### src/rtl/sram_ctrl_pkg.sv
// Shared constants and types for the SRAM initiator: FSM state encoding,
// wait-counter width and the word-alignment mask.
// Latency: n/a (package). Backpressure: n/a.
package sram_ctrl_pkg;

    // Width of the access-phase wait counter (WAIT values 1..15).
    localparam int CNT_W = 4;

    // Low address bits that must be zero for a word-aligned access.
    localparam logic [1:0] ALIGN_MASK = 2'b11;

    typedef enum logic [1:0] {
        S_IDLE   = 2'd0,
        S_SETUP  = 2'd1,
        S_ACCESS = 2'd2,
        S_HOLD   = 2'd3
    } state_t;

    function automatic logic is_misaligned(input logic [1:0] addr_lsb);
        return (addr_lsb & ALIGN_MASK) != 2'b00;
    endfunction

endpackage

### src/rtl/sram_ctrl_if.sv
// Bundle of the CPU request/response channel and the SRAM pin interface.
// Latency: n/a (wires only). Backpressure: req_ready only; responses cannot be stalled.
// Modports: slave = the controller; master = CPU requester plus SRAM model.
interface sram_ctrl_if #(
    parameter int ADDR_W = 32,
    parameter int DATA_W = 32
);
    // request channel
    logic              req_valid;
    logic              req_ready;
    logic              req_we;
    logic [ADDR_W-1:0] req_addr;
    logic [DATA_W-1:0] req_wdata;
    // response channel
    logic              rsp_valid;
    logic [DATA_W-1:0] rsp_rdata;
    logic              rsp_err;
    // SRAM pins
    logic              sram_cs;
    logic              sram_oe;
    logic              sram_we;
    logic [ADDR_W-1:0] sram_addr;
    logic [DATA_W-1:0] sram_din;
    logic [DATA_W-1:0] sram_dout;

    modport slave (
        input  req_valid, req_we, req_addr, req_wdata, sram_dout,
        output req_ready, rsp_valid, rsp_rdata, rsp_err,
               sram_cs, sram_oe, sram_we, sram_addr, sram_din
    );

    modport master (
        output req_valid, req_we, req_addr, req_wdata, sram_dout,
        input  req_ready, rsp_valid, rsp_rdata, rsp_err,
               sram_cs, sram_oe, sram_we, sram_addr, sram_din
    );
endinterface

### src/rtl/sram_wait_cnt.sv
// Loadable down-counter timing the SRAM access phase; o_last marks the final cycle.
// Latency: load takes effect on the next edge. Backpressure: none.
// Ports: clk/reset, i_load + i_load_val, i_dec (count enable), o_last.
module sram_wait_cnt
    import sram_ctrl_pkg::*;
(
    input  logic             clk,
    input  logic             reset,
    input  logic             i_load,
    input  logic [CNT_W-1:0] i_load_val,
    input  logic             i_dec,
    output logic             o_last
);

    logic [CNT_W-1:0] r_cnt;

    always_ff @(posedge clk) begin
        if (reset) begin
            r_cnt <= '0;
        end else if (i_load) begin
            r_cnt <= i_load_val;
        end else if (i_dec && (r_cnt != '0)) begin
            r_cnt <= r_cnt - 1'b1;
        end
    end

    // Treat 0 as "last" too, so an out-of-range load can never wedge the FSM.
    assign o_last = (r_cnt[CNT_W-1:1] == '0);

endmodule

### src/rtl/sram_ctrl.sv
// Synchronous initiator for an asynchronous SRAM: setup / access / hold strobe sequencing.
// Latency: rsp_valid in the cycle closing 2+WAIT edges after accept; one request per 3+WAIT cycles.
// Backpressure: req_ready only in IDLE (and not in reset); rsp_valid cannot be stalled.
// Ports: clk, reset (sync, active-high), bus (sram_ctrl_if.slave: req_*, rsp_*, sram_*).
// Optional: define SRAM_CTRL_ALIGN_CHECK_EN to reject requests with req_addr[1:0] != 0.
module sram_ctrl
    import sram_ctrl_pkg::*;
#(
    parameter int ADDR_W  = 32,
    parameter int DATA_W  = 32,
    parameter int RD_WAIT = 1,
    parameter int WR_WAIT = 1
) (
    input  logic       clk,
    input  logic       reset,
    sram_ctrl_if.slave bus
);

    localparam logic [CNT_W-1:0] RD_LOAD = CNT_W'(RD_WAIT);
    localparam logic [CNT_W-1:0] WR_LOAD = CNT_W'(WR_WAIT);

    state_t            r_state;
    state_t            w_state_nxt;

    // latched request and registered SRAM pins
    logic              r_we;
    logic              r_sram_cs;
    logic              r_sram_oe;
    logic              r_sram_we;
    logic [ADDR_W-1:0] r_sram_addr;
    logic [DATA_W-1:0] r_sram_din;
    logic              r_rsp_vld;
    logic [DATA_W-1:0] r_rsp_rdata;

    logic              w_req_ready;
    logic              w_accept;
    logic              w_misaligned;
    logic              w_cs_nxt;
    logic              w_oe_nxt;
    logic              w_we_nxt;
    logic              w_rsp_vld_nxt;
    logic              w_latch;
    logic              w_capture;
    logic [CNT_W-1:0]  w_load_val;
    logic              w_cnt_last;

    assign w_req_ready = (r_state == S_IDLE) && !reset;
    assign w_accept    = bus.req_valid && w_req_ready;

`ifdef SRAM_CTRL_ALIGN_CHECK_EN
    assign w_misaligned = is_misaligned(bus.req_addr[1:0]);
`else
    assign w_misaligned = 1'b0;
`endif

    sram_wait_cnt u_wait_cnt (
        .clk        (clk),
        .reset      (reset),
        .i_load     (w_latch),
        .i_load_val (w_load_val),
        .i_dec      (r_state == S_ACCESS),
        .o_last     (w_cnt_last)
    );

    always_ff @(posedge clk) begin
        if (reset) begin
            r_state <= S_IDLE;
        end else begin
            r_state <= w_state_nxt;
        end
    end

    // Next-state and next-pin values; pins are registered so nothing on
    // req_* reaches the SRAM combinationally.
    always_comb begin
        w_state_nxt   = r_state;
        w_cs_nxt      = r_sram_cs;
        w_oe_nxt      = 1'b0;
        w_we_nxt      = 1'b0;
        w_rsp_vld_nxt = 1'b0;
        w_latch       = 1'b0;
        w_capture     = 1'b0;
        w_load_val    = bus.req_we ? WR_LOAD : RD_LOAD;
        case (r_state)
            S_IDLE: begin
                w_cs_nxt = 1'b0;
                if (w_accept) begin
                    if (w_misaligned) begin
                        // rejected: straight to the response cycle, pins untouched
                        w_state_nxt   = S_HOLD;
                        w_rsp_vld_nxt = 1'b1;
                    end else begin
                        w_state_nxt = S_SETUP;
                        w_cs_nxt    = 1'b1;
                        w_latch     = 1'b1;
                    end
                end
            end
            S_SETUP: begin
                w_state_nxt = S_ACCESS;
                w_oe_nxt    = !r_we;
                w_we_nxt    = r_we;
            end
            S_ACCESS: begin
                if (w_cnt_last) begin
                    // closing edge of the strobe: capture read data here
                    w_state_nxt   = S_HOLD;
                    w_rsp_vld_nxt = 1'b1;
                    w_capture     = !r_we;
                end else begin
                    w_oe_nxt = !r_we;
                    w_we_nxt = r_we;
                end
            end
            S_HOLD: begin
                w_state_nxt = S_IDLE;
                w_cs_nxt    = 1'b0;
            end
            default: begin
                w_state_nxt = S_IDLE;
                w_cs_nxt    = 1'b0;
            end
        endcase
    end

    always_ff @(posedge clk) begin
        if (reset) begin
            r_we        <= 1'b0;
            r_sram_cs   <= 1'b0;
            r_sram_oe   <= 1'b0;
            r_sram_we   <= 1'b0;
            r_sram_addr <= '0;
            r_sram_din  <= '0;
            r_rsp_vld   <= 1'b0;
            r_rsp_rdata <= '0;
        end else begin
            r_sram_cs <= w_cs_nxt;
            r_sram_oe <= w_oe_nxt;
            r_sram_we <= w_we_nxt;
            r_rsp_vld <= w_rsp_vld_nxt;
            // addr/din only move while cs is low, keeping them stable across cs=1
            if (w_latch) begin
                r_we        <= bus.req_we;
                r_sram_addr <= bus.req_addr;
                r_sram_din  <= bus.req_wdata;
            end
            if (w_capture) begin
                r_rsp_rdata <= bus.sram_dout;
            end
        end
    end

`ifdef SRAM_CTRL_ALIGN_CHECK_EN
    logic r_rsp_err;
    logic w_err_nxt;

    assign w_err_nxt = (r_state == S_IDLE) && w_accept && w_misaligned;

    always_ff @(posedge clk) begin
        if (reset) begin
            r_rsp_err <= 1'b0;
        end else begin
            r_rsp_err <= w_err_nxt;
        end
    end

    assign bus.rsp_err = r_rsp_err;
`else
    assign bus.rsp_err = 1'b0;
`endif

    assign bus.req_ready = w_req_ready;
    assign bus.rsp_valid = r_rsp_vld;
    assign bus.rsp_rdata = r_rsp_rdata;
    assign bus.sram_cs   = r_sram_cs;
    assign bus.sram_oe   = r_sram_oe;
    assign bus.sram_we   = r_sram_we;
    assign bus.sram_addr = r_sram_addr;
    assign bus.sram_din  = r_sram_din;

endmodule
### src/flat_wrapper.sv
// flat-port wrapper written by rule: the top's interface ports become plain ports
module sram_ctrl_flat import sram_ctrl_pkg::*;
#(
    parameter int ADDR_W  = 32,
    parameter int DATA_W  = 32,
    parameter int RD_WAIT = 1,
    parameter int WR_WAIT = 1
)
  (clk, reset, bus_req_valid, bus_req_we, bus_req_addr, bus_req_wdata, bus_sram_dout, bus_req_ready, bus_rsp_valid, bus_rsp_rdata, bus_rsp_err, bus_sram_cs, bus_sram_oe, bus_sram_we, bus_sram_addr, bus_sram_din);
  sram_ctrl_if #(.ADDR_W(ADDR_W), .DATA_W(DATA_W)) bus_i ();
  input  logic clk;
  input  logic reset;
  input wire logic [$bits(bus_i.req_valid)-1:0] bus_req_valid;
  input wire logic [$bits(bus_i.req_we)-1:0] bus_req_we;
  input wire logic [$bits(bus_i.req_addr)-1:0] bus_req_addr;
  input wire logic [$bits(bus_i.req_wdata)-1:0] bus_req_wdata;
  input wire logic [$bits(bus_i.sram_dout)-1:0] bus_sram_dout;
  output wire logic [$bits(bus_i.req_ready)-1:0] bus_req_ready;
  output wire logic [$bits(bus_i.rsp_valid)-1:0] bus_rsp_valid;
  output wire logic [$bits(bus_i.rsp_rdata)-1:0] bus_rsp_rdata;
  output wire logic [$bits(bus_i.rsp_err)-1:0] bus_rsp_err;
  output wire logic [$bits(bus_i.sram_cs)-1:0] bus_sram_cs;
  output wire logic [$bits(bus_i.sram_oe)-1:0] bus_sram_oe;
  output wire logic [$bits(bus_i.sram_we)-1:0] bus_sram_we;
  output wire logic [$bits(bus_i.sram_addr)-1:0] bus_sram_addr;
  output wire logic [$bits(bus_i.sram_din)-1:0] bus_sram_din;
  assign bus_i.req_valid = bus_req_valid;
  assign bus_i.req_we = bus_req_we;
  assign bus_i.req_addr = bus_req_addr;
  assign bus_i.req_wdata = bus_req_wdata;
  assign bus_i.sram_dout = bus_sram_dout;
  assign bus_req_ready = bus_i.req_ready;
  assign bus_rsp_valid = bus_i.rsp_valid;
  assign bus_rsp_rdata = bus_i.rsp_rdata;
  assign bus_rsp_err = bus_i.rsp_err;
  assign bus_sram_cs = bus_i.sram_cs;
  assign bus_sram_oe = bus_i.sram_oe;
  assign bus_sram_we = bus_i.sram_we;
  assign bus_sram_addr = bus_i.sram_addr;
  assign bus_sram_din = bus_i.sram_din;
  sram_ctrl #(.ADDR_W(ADDR_W), .DATA_W(DATA_W), .RD_WAIT(RD_WAIT), .WR_WAIT(WR_WAIT)) u_core (.clk(clk), .reset(reset), .bus(bus_i));
endmodule
### config.mk
export PLATFORM = sky130hd
export DESIGN_NAME = sram_ctrl_flat
export DESIGN_NICKNAME = d
export VERILOG_FILES = /design/src/rtl/sram_ctrl_pkg.sv /design/src/rtl/sram_ctrl_if.sv /design/src/rtl/sram_wait_cnt.sv /design/src/rtl/sram_ctrl.sv /design/src/flat_wrapper.sv
export SDC_FILE = /design/constraint.sdc
export NUM_CORES = 1
export LEC_CHECK = 0
export BUFFER_PORTS_ARGS = -buffer_cell sky130_fd_sc_hd__buf_2
export CAP_MARGIN = 40
export CORE_MARGIN = 3
export CORE_UTILIZATION = 41
export DETAILED_ROUTE_END_ITERATION = 16
export PLACE_DENSITY = 0.76
export SYNTH_ARGS = -nofsm -noshare
export SYNTH_HDL_FRONTEND = slang
export SYNTH_SLANG_ARGS = --single-unit
### constraint.sdc
create_clock -name clk -period 1.53 [get_ports clk]
set_input_delay 0.0765 -clock clk [delete_from_list [all_inputs] [get_ports clk]]
set_output_delay 0.0765 -clock clk [all_outputs]
set_load 0.005 [all_outputs]
# Yosys cells after proc, flatten, opt, wreduce, memory -nomap -nowiden
# Cells that the tools add are included.
# word_totals
regBits,107
inputBits,100
out_inout_bits,102
# classes
n_reduce_logical,13
muxes,15
addsub,1
bitwise,1
eq_ne,5
# ops
op,n
$mux W1,9
$pmux W2 S4,1
$pmux W1 S2,3
$eq A2 B2 Y1 const B,2
$mux W2,2
$ne A2 B1 Y1 const B,2
$reduce_bool A2 Y1,2
$reduce_bool A4 Y1,1
$reduce_or A2 Y1,2
$sub A4 B1 Y4 const B,1
$logic_and A1 B1 Y1,3
$logic_not A3 Y1,1
$eq A2 B1 Y1 const B,1
$logic_not A1 Y1,2
$logic_not A2 Y1,1
$reduce_and A2 Y1,1
$not A1 Y1,1

# Depth between registers and ports, before layout
# Gate-level depths: netlist of the first run.
# logic_depth
word_depth,6
mapped_depth,7

# Modules after synthesis
# A second synthesis of the first run with hierarchy kept.
# unflattened
hier_cells,483
hier_area_um2,3986.3
# modules_own_cells
mod,cells_each,area_each_um2,seq_area_each_um2,n_inst
sram_ctrl,454,3739.8,2062.0,1
sram_wait_cnt,29,246.5,80.1,1

# Worst setup path before layout of the first run
# Ideal clock, no wire load.
# synth_timing
path_type,register to register
startpoint,register u_core.r_state[0]
endpoint,"register u_core.r_sram_addr[23], in the netlist u_core.bus.sram_addr[23]"
path_buffers,3
synth_period_minus_slack_ns,1.591
stages_incl_launch_ff,8
slack_ns,-0.061
setup_time_ns,0.117
arrival_time_ns,1.475
path_cell_list,dfxtp_1 > inv_1 > ha_1 > and3b_1 > clkbuf_1 > buf_2 > buf_4 > a22o_1
# synth_between
elab_chain_cells,5
# synth_rtl
element,line,source
"start, declared",sram_ctrl.sv:22,state_t r_state;
"start signal, assigned",sram_ctrl.sv:69,r_state <= w_state_nxt;
$logic_not A2 Y1 (*),"sram_ctrl.sv:47, sram_ctrl.sv:84",
$logic_and A1 B1 Y1,sram_ctrl.sv:47,assign w_req_ready = (r_state == S_IDLE) && !reset;
$logic_and A1 B1 Y1,sram_ctrl.sv:48,assign w_accept = bus.req_valid && w_req_ready;
$mux W1,sram_ctrl.sv:87,if (w_accept) begin
$mux W1 (*),sram_ctrl.sv:84,case (r_state)
"end signal, assigned",sram_ctrl.sv:144,r_sram_addr <= bus.req_addr;
"end, declared",sram_ctrl.sv:30,logic [ADDR_W-1:0] r_sram_addr;
# Every way passes the cells marked *; elsewhere a longest branch is shown, timed or not.
# A chain may end at the register's enable or synchronous reset.

# Final worst setup path of the first run
# layout_timing
startpoint,register u_core.r_state[0]
endpoint,"register u_core.r_sram_din[4], in the netlist u_core.bus.sram_din[4]"
# layout_between
elab_chain_cells,5
# layout_rtl
element,line,source
$logic_not A2 Y1 (*),"sram_ctrl.sv:47, sram_ctrl.sv:84",
$logic_and A1 B1 Y1,sram_ctrl.sv:47,
$logic_and A1 B1 Y1,sram_ctrl.sv:48,
$mux W1,sram_ctrl.sv:87,
$mux W1 (*),sram_ctrl.sv:84,
"end signal, assigned",sram_ctrl.sv:145,r_sram_din <= bus.req_wdata;
"end, declared",sram_ctrl.sv:31,logic [DATA_W-1:0] r_sram_din;
# Marks and branches as above.

==> qor.yml, run 1 <==
global_routing:
  grtUsageMet2_pct: 40.3
  grt_pass1_wl_mm: 20.2
  grt_pass1_vias: 3945
  grt.total_usage_pct: 23.0
  top_usage_layer: "met2"
  use_met1_pct: 26.7
  grt-ovfl-total: 0
  met3_usage_pct: 5.71
  grt_max_degree: 54
  antenna_found_initial: 0
synthesis:
  synth-simple-area-share_pct: 14.2
  synth_seq_cells: 107
  synth_compound_area_share_pct: 16.2
  syn_inst: 348
  synth_edf_count: 0
  synth-main-ff-cell: "dfxtp_1"
  ys_warn_count: 0
  muxShareOfSynthArea_pct: 8.67
  synth.net_count: 454
  yosysSeqAreaShare_pct: 54.4
  synthXorXnorAreaFrac_pct: 0
  syn_area_um2: 3940
  synth_adder_area_share_pct: 1.91
  synth_top_area_share_pct: 54.4
  ys_async_sr_fraction_pct: 0
  synth_cell_types: 33
  synth_top_family_by_area: "compound AO/OA/AOI/OAI gates"
  synth_area_leaders: "dfxtp_1 (54%), a22o_1 (14%), nand2b_1 (11%)"
  yosys.area.top_type: "dfxtp_1"
  syn_area_per_cell_um2: 11.3
worst_hold_path:
  worstHoldPathCells: 3
  hold_end: "u_core.u_wait_cnt.r_cnt[0]"
  hp-class: "in2reg"
  hp-start: "bus_req_valid"
job:
  max-cap-violations: 0
place:
  place.gp.congestion: 0.746
  port_buffers: 200
  hpwl_mm: 7.18
sta:
  layout_worst_path_cycle_share_pct: 99.3
  max_freq_ghz: 0.659
  rsz0062_at_grt: "true"
  finalMaxSlewViolations: 0
  hold_violations: 0
  min_period_ns: 1.52
  setup_viol: 0
  clock-skew-final_ns: 0.0108
  tns_ns: 0
final_layout:
  final_common_cell: "buf_2"
  final_cell_mix: "buf_2 (200), dfxtp_1 (104), dlygate4sd3_1 (97)"
  post_route_cells_drive_above_1_share_pct: 38.4
  diodes: 0
  area_growth_syn_to_layout_pct: 63.7
  layout.nets: 752
setup_path:
  worstPathCellList: "inv_4 > buf_4 > ha_4 > and3b_2 > buf_12 > a22o_1"
  cp.required_ns: 1.80
  timing.critical_path.to_type: "flop"
  rr_startpoint: "u_core.r_state[0]"
  worstRegToRegCells: 6
  crit_buf_inv: 3
  cp.arrival_ns: 1.79
  critical_path.max_stage_delay_ns: 0.38
  crit_family: "flip-flops"
  rrSetupSlack_ns: 0.01
  crit_fanout: 34
  start_kind: "flop"
  critPathSlowestCell: "dfxtp_2"
  r2r_end: "u_core.bus.sram_din[4]"
  worst-setup-path-type: "reg2reg"
clock_network:
  clock_sink_count: 107
  clk_pin_slew_ns: 0.11
  clk_latency_ns: 0.36
  clockBufferDepth: 2
  root_buffer: "clkbuf_8"
  htreeDepth: 3
  cts_tree: "yes"
  cts_made_buffers: 9
drt:
  antenna_left: 0
  wl_per_cell_um: 16.6
  drtIter0Drc: 174
  first_pass_iters: 4
  wirelength_mm: 13.0
  vias: 3788
  via_per_inst: 4.86
  drc: 0
run_status:
  status: "completed"
pwr:
  ir_worst_vdd_uv: 601
  leakage_nw: 3.01
  powerDensity_nw_per_um2: 1240
  p_total_w: 0.00799
floorplan:
  die_w_um: 104
  fp.dieArea_um2: 10800
  core_um2: 9280
  rows: 35
  die_y_um: 104
  start_util_pct: 42.4
  ios: 202
-- synth_stat cells (2+ instances only) --
library cell    n
a21oi_1         2
a22o_1         64
buf_2           5
buf_4           4
buf_6           4
clkbuf_1       16
dfxtp_1       107
ha_1            6
inv_1           5
mux2i_1        33
nand2_1         5
nand2b_1       67
nor2_1          8
nor2b_1         2
o31ai_1         2
-- per-layer routing --
layer	share of wire, %	routed length, µm
met2	49	6370
met1	41	5310
met3	7.4	959
met5	0	0
met4	2.6	333
-- kinds of logic after synthesis --
| kind of cell | Yosys count |
|---|---|
| other | 1 |
| AND/OR/NAND/NOR | 91 |
| multiplexers | 34 |
| flip-flops | 107 |
| buffers and inverters | 34 |
| adder cells (fa/ha/maj) | 6 |
| AO/OA/AOI/OAI | 75 |
-- worst register-to-register path: stages (launching register included) --
cell     delay, ns
dfxtp_2       0.38
inv_4         0.06
buf_4         0.14
ha_4          0.16
and3b_2       0.25
buf_12        0.18
a22o_1        0.26
-- flip-flops by register name (all words and copies together) (netlist names) --
name	cells
u_core.bus.rsp_rdata	32
u_core.bus.sram_addr	32
u_core.bus.sram_din	32
u_core.u_wait_cnt.r_cnt	4
u_core.r_state	2
u_core.bus.rsp_valid	1
u_core.bus.sram_cs	1
u_core.bus.sram_oe	1
u_core.bus.sram_we	1
u_core.r_we	1
-- worst max-delay path by stage --
stage	depth (start not counted)	slack [ns]	start	endpoint
after floorplan	7	0.001	u_core.r_state[0]	u_core.bus.sram_addr[23]
after global placement	6	0.1	u_core.r_state[0]	u_core.u_wait_cnt.r_cnt[3]
after detailed placement	6	-0.02	u_core.r_state[0]	u_core.bus.rsp_rdata[6]
after CTS	7	0.004	u_core.r_state[0]	u_core.bus.rsp_rdata[11]
after global routing	6	-0.03	u_core.r_state[0]	u_core.bus.sram_din[7]
final	6	0.01	u_core.r_state[0]	u_core.bus.sram_din[4]
-- stage by stage --
stage | setup slack (ns) | cell area, µm² | cells | util [%] | hold WS [ns]
after floorplan | 0.00116 | 3940 | 348 | - | 0.185
after global placement | 0.0957 | 5090 | 657 | 54.9 | 0.276
after detailed placement | -0.0241 | 5090 | 657 | 54.9 | 0.284
after CTS | 0.00429 | 6380 | 776 | 68.8 | 0.0350
after global routing | -0.0260 | 6450 | 780 | 69.4 | 0.0495
final | 0.0114 | 6450 | 780 | 69.4 | 0.0536
-- report_power, final --
| part | internal [W] | switching (W) | leakage (nW) |
|---|---|---|---|
| Combinational | 0.00150 | 0.00119 | 2.05 |
| Sequential | 0.00330 | 0.000324 | 0.875 |
| Clock | 0.000636 | 0.00103 | 0.0918 |
-- cell type report --
type	instances	area [µm²]
Fill cell	653	2840
Timing Repair Buffer	316	2260
Sequential cell	107	2150
Multi-Input combinational cell	207	1670
Tap cell	129	161
Clock buffer	9	124
Clock inverter	7	66.3
Inverter	5	21.3
-- what timing repair did --
item                                   4_1_cts  5_1_grt
buffers inserted                             4        4
endpoints found under the hold margin       97        0
hold buffers                                97        0
pin swaps                                    0        1
cloned                                       2        2
setup endpoints to repair                   31       97
gates resized for setup                      5       11
Note: power is estimated with default switching activity, not from simulation.
==> run 2: changes to the inputs <==
--- a/config.mk
+++ b/config.mk
@@ -5,12 +5,13 @@
 export SDC_FILE = /design/constraint.sdc
 export NUM_CORES = 1
 export LEC_CHECK = 0
+export ABC_AREA = 1
 export BUFFER_PORTS_ARGS = -buffer_cell sky130_fd_sc_hd__buf_2
 export CAP_MARGIN = 40
 export CORE_MARGIN = 3
-export CORE_UTILIZATION = 41
+export CORE_UTILIZATION = 40
 export DETAILED_ROUTE_END_ITERATION = 16
-export PLACE_DENSITY = 0.76
+export PLACE_DENSITY = 0.75
 export SYNTH_ARGS = -nofsm -noshare
 export SYNTH_HDL_FRONTEND = slang
 export SYNTH_SLANG_ARGS = --single-unit
==> run 2 against run 1 <==
Net effect:
- synthesized area down 1.8%
- synthesized cell count up 43%
- worst hold slack better by 0.0063 ns
- non-clock buffer count down 1
- setup slack better by 0.072 ns
- sequential share of layout area up 0.59 points
- total power up 5.6%
- critical path type unchanged
- highest routed layer unchanged
==> qor.yml, run 2 <==
sta:
  setup_slack_ns: 0.0838  # was 0.0114 ns
  hold_slack_ns: 0.0600  # was 0.0536 ns
  finalMaxSlewViolations: 0  # unchanged
  setup_viol: 0  # unchanged
  tns_ns: 0  # unchanged
  max_freq_ghz: 0.691  # was 0.659 GHz
  min_period_ns: 1.45  # was 1.52 ns
  layout_worst_path_cycle_share_pct: 94.5  # was 99.3%
  hold_violations: 0  # unchanged
  clock-skew-final_ns: 0.00776  # was 0.0108 ns
clock_network:
  htreeDepth: 3  # unchanged
  root_buffer: "clkbuf_8"  # unchanged
  clk_pin_slew_ns: 0.10  # was 0.11 ns
  cts_tree: "yes"  # unchanged
  clk_latency_ns: 0.35  # was 0.36 ns
  clock_sink_count: 107  # unchanged
  clockBufferDepth: 2  # unchanged
  cts_made_buffers: 9  # unchanged
synthesis:
  syn_inst: 496  # was 348
  synth.net_count: 602  # was 454
  synthMostInstantiatedCell: "nand2_1"  # was dfxtp_1
  synth_seq_cells: 107  # unchanged
  syn_area_per_cell_um2: 7.80  # was 11.3 µm²
  synth_cell_types: 21  # was 33
  synth_common_cells: "nand2_1 (241), dfxtp_1 (107), a21oi_1 (38)"  # was dfxtp_1 (107), nand2b_1 (67), a22o_1 (64)
  synth_top_area_share_pct: 55.4  # was 54.4%
  synth_area_leaders: "dfxtp_1 (55%), nand2_1 (23%), a21oi_1 (4.9%)"  # was dfxtp_1 (54%), a22o_1 (14%), nand2b_1 (11%)
  yosys.area.top_type: "dfxtp_1"  # unchanged
  synth_edf_count: 0  # unchanged
  synth-main-ff-cell: "dfxtp_1"  # unchanged
  syn_area_um2: 3870  # was 3940 µm²
  ys_warn_count: 0  # unchanged
  yosysSeqAreaShare_pct: 55.4  # was 54.4%
  ys_async_sr_fraction_pct: 0  # unchanged
global_routing:
  grt_pass1_wl_mm: 20.1  # was 20.2 mm
  grt-ovfl-total: 0  # unchanged
  antenna_found_initial: 0  # unchanged
  grt_max_degree: 48  # was 54
  grt_pass1_vias: 4226  # was 3945
  grt.total_usage_pct: 22.1  # was 23.0%
floorplan:
  rows: 35  # unchanged
  core_um2: 9330  # was 9280 µm²
  die_y_um: 104  # about the same
  start_util_pct: 41.5  # was 42.4%
  die_w_um: 104  # about the same
  fp.dieArea_um2: 10900  # was 10800 µm²
  ios: 202  # unchanged
final_layout:
  layout.nets: 898  # was 752
  final_cell_mix: "nand2_1 (241), buf_2 (200), dfxtp_1 (105)"  # was buf_2 (200), dfxtp_1 (104), dlygate4sd3_1 (97)
  n_fill_cell: 712  # was 653
  final_common_cell: "nand2_1"  # was buf_2
  diodes: 0  # unchanged
  fin_util_pct: 67.9  # was 69.4%
  area_growth_syn_to_layout_pct: 63.6  # was 63.7%
  post_route_cells_drive_above_1_share_pct: 30.5  # was 38.4%
  final_area_um2: 6330  # was 6450 µm²
drt:
  wl_met1_mm: 5.10  # was 5.31 mm
  wl_met3_um: 885  # was 959 µm
  top_layer_used: "met4"  # unchanged
  drc: 0  # unchanged
  antenna_left: 0  # unchanged
  via_per_inst: 4.64  # was 4.86
  wl_per_cell_um: 13.5  # was 16.6 µm
  vias: 4298  # was 3788
  wl_met2_mm: 6.26  # was 6.37 mm
  wirelength_mm: 12.5  # was 13.0 mm
  first_pass_iters: 5  # was 4
  drtIter0Drc: 213  # was 174
place:
  port_buffers: 200  # unchanged
  post_dp_cell_area_um2: 4980  # was 5090 µm²
  place.gp.congestion: 0.845  # was 0.746
  pre_cts_ws_ns: 0.0313  # was -0.0241 ns
  hpwl_mm: 6.96  # was 7.18 mm
setup_path:
  start_kind: "flop"  # unchanged
  timing.critical_path.to_type: "flop"  # unchanged
  worst-setup-path-type: "reg2reg"  # unchanged
  cp.required_ns: 1.83  # was 1.80 ns
  cp.arrival_ns: 1.74  # was 1.79 ns
  crit_fanout: 20  # was 34
pwr:
  powerDensity_nw_per_um2: 1330  # was 1240 nW/µm²
  leakage_nw: 3.27  # was 3.01 nW
  ir_worst_vdd_uv: 699  # was 601 µV
worst_hold_path:
  hp-class: "in2reg"  # unchanged
run_status:
  status: "completed"  # unchanged
job:
  max-cap-violations: 0  # unchanged
==> run 2: final timing paths <==
path | from | to | slack, ns | depth (start not counted)
setup / recovery | u_core.r_state[0] | u_core.bus.sram_addr[27] | 0.08 | 9
hold / removal | bus_req_valid | u_core.bus.sram_cs | 0.06 | 3
setup reg to reg | u_core.r_state[0] | u_core.bus.sram_addr[27] | 0.08 | 9
hold reg to reg | u_core.bus.sram_addr[25] | u_core.bus.sram_addr[25] | 0.44 | 2
==> run 2: where the power goes <==
group | leakage (nW) | switching (W) | internal [W]
Sequential | 0.876 | 0.000283 | 0.00334
Clock | 0.112 | 0.000963 | 0.000874
Combinational | 2.28 | 0.00157 | 0.00141
Total | 3.27 | 0.00282 | 0.00562
==> run 2: final cells by class <==
type | count | area [µm²] | share of cell area, %
clock buffers | 11 | 151 | 2.39
clock inverters | 5 | 67.6 | 1.07
inverters | 13 | 53.8 | 0.850
multi-input cells | 346 | 1500 | 23.8
flip-flops and latches | 107 | 2140 | 33.9
well taps | 129 | 161 | 2.55
repair buffers | 315 | 2250 | 35.5
==> run 2: per-stage QoR <==
stage / total power (W) / instances
floorplan: 0.00517 / 496
global route: 0.00899 / 926
detailed placement: 0.00620 / 806
CTS: 0.00824 / 920
global placement: 0.00611 / 806
finish: 0.00844 / 926
==> run 2: timing repair <==
item,in CTS,in global routing
hold buffers,98,0
setup endpoints to repair,0,68
buffers inserted,0,2
hold endpoints to repair,98,0
resized for setup,0,9
==> run 2: cell families (layout without fill, tap and decap cells) <==
kind of cell,count (synthesis),after routing,synth area share (%)
flops,107,107,55.4
simple gates,298,298,31.1
other cells,1,1,0.0969
fa+ha+maj,6,6,1.94
buf+inv,43,344,6.08
compound gates,41,41,5.37
==> run 2: worst max-delay path, stage by stage, from the launching register on <==
cell	delay [ns]
dfxtp_2	0.34
inv_1	0.09
ha_4	0.19
nand3_4	0.10
inv_4	0.06
nor2_4	0.16
buf_12	0.15
buf_12	0.14
nand2_1	0.07
nand2_1	0.08
==> run 2: per-layer routing <==
metal | vias up | track usage (%)
met4 | 0 | 6.55
met3 | 22 | 6.15
met5 | - | 0
met1 | 1939 | 25.3
met2 | 195 | 39.8
li1 | 2142 | -
